`config.mk`:
```
export PLATFORM = sky130hd
export DESIGN_NAME = mix_columns_seq
export DESIGN_NICKNAME = d
export VERILOG_FILES = /design/src/rtl/mix_columns_seq.sv
export SDC_FILE = /design/constraint.sdc
export NUM_CORES = 1
export LEC_CHECK = 0
export BUFFER_PORTS_ARGS = -buffer_cell sky130_fd_sc_hd__buf_4
export CAP_MARGIN = 10
export CORE_ASPECT_RATIO = 0.7
export CORE_MARGIN = 10
export CORE_UTILIZATION = 55
export CTS_CLUSTER_DIAMETER = 150
export CTS_CLUSTER_SIZE = 40
export DETAILED_ROUTE_END_ITERATION = 6
export PLACE_DENSITY = 0.76
export REMOVE_ABC_BUFFERS = 1
export SLEW_MARGIN = 0
export SYNTH_ARGS = -nofsm -noshare
export SYNTH_HDL_FRONTEND = slang
export SYNTH_SLANG_ARGS = --single-unit
```
`constraint.sdc`:
```
create_clock -name iClk -period 6.6 [get_ports iClk]
set_clock_uncertainty 0.15 [all_clocks]
set_input_delay 0.33 -clock iClk [delete_from_list [all_inputs] [get_ports iClk]]
set_output_delay 0.33 -clock iClk [all_outputs]
set_load 0.01 [all_outputs]
```
`src/rtl/mix_columns_seq.sv`:
```
// Sequential AES MixColumns / InvMixColumns engine.
// Transforms COLS_PER_CYCLE columns per clock; the mode is chosen per transaction.
module mix_columns_seq #(
   parameter int COLS_PER_CYCLE = 1
) (
   input  logic         iClk,
   input  logic         iRst_n,
   input  logic         iValid,
   output logic         oReady,
   input  logic         iInv,
   input  logic [127:0] iData,
   output logic         oValid,
   input  logic         iReady,
   output logic [127:0] oData
);

   localparam int         N    = 4 / COLS_PER_CYCLE;
   localparam logic [1:0] LAST = 2'(N - 1);

   generate
      if (COLS_PER_CYCLE != 1 && COLS_PER_CYCLE != 2 && COLS_PER_CYCLE != 4) begin : g_bad_param
         $error("mix_columns_seq: COLS_PER_CYCLE must be 1, 2 or 4");
      end
   endgenerate

   typedef enum logic [1:0] {IDLE, BUSY, DONE} state_t;

   state_t       r_state, w_next_state;
   logic [127:0] r_work, r_oData, w_mixed;
   logic         r_inv;
   logic [1:0]   r_cnt;
   logic         w_accept, w_last;

   function automatic logic [7:0] xt(input logic [7:0] x);
      return {x[6:0], 1'b0} ^ (x[7] ? 8'h1b : 8'h00);
   endfunction

   // Single column transform shared by every column slot; products via xt chains.
   function automatic logic [31:0] mix_col(input logic [31:0] a, input logic inv);
      logic [7:0] b [4];
      logic [7:0] m2 [4], m3 [4], m9 [4], mb [4], md [4], me [4];
      logic [7:0] x2, x4, x8;
      for (int i = 0; i < 4; i++) begin
         b[i]  = a[31-8*i -: 8];
         x2    = xt(b[i]);
         x4    = xt(x2);
         x8    = xt(x4);
         m2[i] = x2;
         m3[i] = x2 ^ b[i];
         m9[i] = x8 ^ b[i];
         mb[i] = x8 ^ x2 ^ b[i];
         md[i] = x8 ^ x4 ^ b[i];
         me[i] = x8 ^ x4 ^ x2;
      end
      if (!inv)
         return {m2[0] ^ m3[1] ^ b[2]  ^ b[3],
                 b[0]  ^ m2[1] ^ m3[2] ^ b[3],
                 b[0]  ^ b[1]  ^ m2[2] ^ m3[3],
                 m3[0] ^ b[1]  ^ b[2]  ^ m2[3]};
      else
         return {me[0] ^ mb[1] ^ md[2] ^ m9[3],
                 m9[0] ^ me[1] ^ mb[2] ^ md[3],
                 md[0] ^ m9[1] ^ me[2] ^ mb[3],
                 mb[0] ^ md[1] ^ m9[2] ^ me[3]};
   endfunction

   // Only the columns of the current group are rewritten; the rest pass through.
   genvar g;
   generate
      for (g = 0; g < 4; g++) begin : g_col
         localparam logic [1:0] GRP = 2'(g / COLS_PER_CYCLE);
         assign w_mixed[127-32*g -: 32] = (r_cnt == GRP) ? mix_col(r_work[127-32*g -: 32], r_inv)
                                                         : r_work[127-32*g -: 32];
      end
   endgenerate

   assign w_accept = iValid && oReady;
   assign w_last   = (r_cnt == LAST);

   always_ff @(posedge iClk) begin
      if (!iRst_n) r_state <= IDLE;
      else         r_state <= w_next_state;
   end

   always_comb begin
      w_next_state = r_state;
      case (r_state)
         IDLE:    if (w_accept) w_next_state = BUSY;
         BUSY:    if (w_last)   w_next_state = DONE;
         DONE:    if (iReady)   w_next_state = w_accept ? BUSY : IDLE;
         default: w_next_state = IDLE;
      endcase
   end

   always_comb begin
      oReady = (r_state == IDLE) || (r_state == DONE && iReady);
      oValid = (r_state == DONE);
   end

   always_ff @(posedge iClk) begin
      if (!iRst_n) begin
         r_work  <= '0;
         r_inv   <= 1'b0;
         r_cnt   <= '0;
         r_oData <= '0;
      end else if (w_accept) begin
         r_work <= iData;
         r_inv  <= iInv;
         r_cnt  <= '0;
      end else if (r_state == BUSY) begin
         r_work <= w_mixed;
         r_cnt  <= r_cnt + 2'd1;
         if (w_last) r_oData <= w_mixed;
      end
   end

   assign oData = r_oData;

endmodule

```
==> results.toml <==
[outcome]
status = "finished clean"

[die]
dieArea_sq_um = 45290
coreArea_sq_um = 36210
start_util = 0.5629
rows = 58
dieWidth_um = 250.1
fp.dieH_um = 181.1
ios = 263

[sta]
worst_slew_pin_slew_ns = 1.079
period_share = 0.5112
slew_violations = 0
hold_viol = 0
setup_violations = 0
timing.fmax_mhz = 296.4
min_period_ns = 3.374
slew_headroom = 0.2805
rsz0062_at_grt = "false"

[drt]
route.met3.wl_mm = 4.444
post_drt_wl_per_cell_um = 20.47
drt_iter0_drc = 1588
vias = 17291
wl_met1_mm = 27.40
drc_errors = 0
final_antenna_net_count = 0
highest_layer = "met4"
routed_via_density = 5.791
met2WireLength_mm = 27.56
routed_wl_mm = 61.11
firstDrtPassIters = 5

[flow_run]
cap_violations = 0

[power]
ir_drop_mv = 0.2456
power_w = 0.007801
leakagePower_nw = 8.837
powerDensity_nw_per_um2 = 332.0

[grt]
grt_pass1_vias = 17102
antenna_found_initial = 1
grt_pass1_wl_mm = 97.37
track_usage = 0.2596
grt_max_degree = 94
overflow = 0

[critical_path]
cp_max_fo = 63
critPathMostFrequentCell = "buf_4"
critical-path-top-delay-family = "buffers and inverters"
cp.arrival_ns = 3.67
start_kind = "flop"
crit_chain = "ha_1 > buf_4 > inv_1 > nor2_4 > buf_4 > buf_4 > nand2_1 > o21ai_0"
cp_slowest_cell = "buf_4"
required_ns = 6.89
crit_buf_inv = 4
critPathMaxStageDelay_ns = 0.69
endpoint_kind = "flop"
criticalPathCategory = "reg2reg"

[placement]
dpl.hpwl_mm = 43.35
place_congestion = 0.9466
post_dp_cell_area_sq_um = 22030
io_buffers = 262
place_inst = 2855

[final_layout]
layout-drive-gt1-share = 0.1377
area_delta_synth_final_pct = 15.29
final_util = 0.6490
fin_cells = 2986
layout.nets = 2641
fin_area_sq_um = 23500

[logic_synthesis]
synth_cell_types = 55
synth_area_per_cell_sq_um = 8.678
netlist_area_sq_um = 20380
synth_seq_area_share = 0.2563
synth_cells = 2349
synth_ff_type = "dfxtp_1"
synth-edff-count = 0
yosysWarningCount = 0
synth_async_sr_flop_share = 0
ys_seq_elements = 261

[cts]
clockBufferDepth = 3
cts_made_buffers = 10
clk_latency_ns = 0.54
cts_tree = "built"
post_cts_buffers = 0
h-tree-depth = 1
cts.root.buffer_cell = "clkbuf_16"
cts.sinks = 261
clk_pin_slew_worst_paths_ns = 0.15

[hold_path]
min-delay-path-class = "in2reg"
-- final timing paths --
kind	startpoint	to	slack, ns	cells after the start
max	r_cnt[0]	r_work[11]	3.23	8
min	iData[28]	r_work[28]	0.02	5
max reg2reg	r_cnt[0]	r_work[11]	3.23	8
min reg2reg	oData[70]	oData[70]	0.31	2
-- synth_stat cells (15+ instances only) --
cell	n	area share
xnor2_1	538	0.23
dfxtp_1	261	0.26
nand2_1	240	0.044
a21oi_1	227	0.056
clkbuf_1	169	0.031
xor2_1	163	0.070
nor2_1	114	0.021
a22oi_1	102	0.038
xnor3_1	59	0.065
o21ai_0	56	0.014
buf_2	49	0.012
o211ai_1	47	0.017
nand3_1	32	0.0079
mux2i_1	29	0.014
a211o_1	22	0.0095
o22ai_1	19	0.0058
o21a_1	17	0.0063
buf_1	16	0.0029
a211oi_1	15	0.0055
-- per-stage QoR --
stage	hold WS, ns	TNS [ns]	setup WS [ns]
2_1_floorplan	0.2975	-35.83	-0.5900
3_3_place_gp	0.2933	0	3.472
3_5_place_dp	0.2983	0	3.316
4_1_cts	0.001914	0	3.272
5_1_grt	0.01216	0	2.924
6_report	0.02137	0	3.226
-- registers in the layout (all words and copies together) (netlist names) --
name     cells
oData      128
r_work     128
r_cnt        2
r_state      2
r_inv        1
-- layout make-up --
type | count | area [sq um]
diodes | 1 | 2.502
clock buffers | 12 | 279.0
clock inverters | 1 | 20.02
fillers | 2980 | 12710
inverters | 8 | 35.03
multi-input cells | 1825 | 14050
flip-flops and latches | 261 | 5229
well taps | 480 | 600.6
repair buffers | 398 | 3281
-- cell usage in the layout (no fill, tap or decap), types with 9 or more instances in the layout --
cell type / synthesis / routed
nand3_1: 32 / 32
dfxtp_1: 261 / 260
o211ai_1: 47 / 47
xnor2_2: 14 / 14
o21a_1: 17 / 17
a21oi_1: 227 / 227
clkbuf_16: 0 / 11
a211oi_1: 15 / 15
nand2_1: 240 / 239
o21ai_0: 56 / 56
dlygate4sd3_1: 0 / 117
buf_4: 14 / 281
xor3_1: 9 / 9
a31oi_1: 10 / 10
xnor2_1: 538 / 538
nor2_1: 114 / 112
a22o_1: 9 / 9
o22ai_1: 19 / 19
xor2_1: 163 / 163
and3_1: 10 / 10
mux2i_1: 29 / 29
and2_1: 11 / 10
o221ai_1: 9 / 9
a22oi_1: 102 / 102
a211o_1: 22 / 22
xnor3_1: 59 / 59
-- kinds of logic (layout without fill, tap and decap cells) --
family          after synthesis  after routing  share of synthesized area
compound gates              562            562                     0.1740
simple gates                428            428                    0.08679
flops                       261            261                     0.2563
other cells                   0              1                          0
buf+inv                     263            419                    0.05629
xor+xnor                    802            802                     0.4099
fa+ha+maj                     4              4                   0.002455
mux                          29             29                    0.01424
-- worst register-to-register path, cell delays in order, from the launching register on --
cell	delay [ns]
dfxtp_1	0.45
ha_1	0.19
buf_4	0.26
inv_1	0.21
nor2_4	0.15
buf_4	0.42
buf_4	0.70
nand2_1	0.49
o21ai_0	0.26
-- layer usage --
layer	vias to the layer above	GRT usage
met5	-	0
met4	0	0.07837
met3	84	0.04289
met2	685	0.4070
met1	8366	0.3588
li1	8156	-
-- repair_timing --
item / 4_1_cts / 5_1_grt
gates resized for setup: 0 / 0
endpoints found under the hold margin: 117 / 0
hold buffers: 117 / 0
-- power breakdown --
part | switching (W) | internal, W
sequential | 0.000320 | 0.00168
combinational | 0.00245 | 0.00251
clock | 0.000529 | 0.000314
total | 0.00330 | 0.00450
Power figures use the tool's default switching activity.
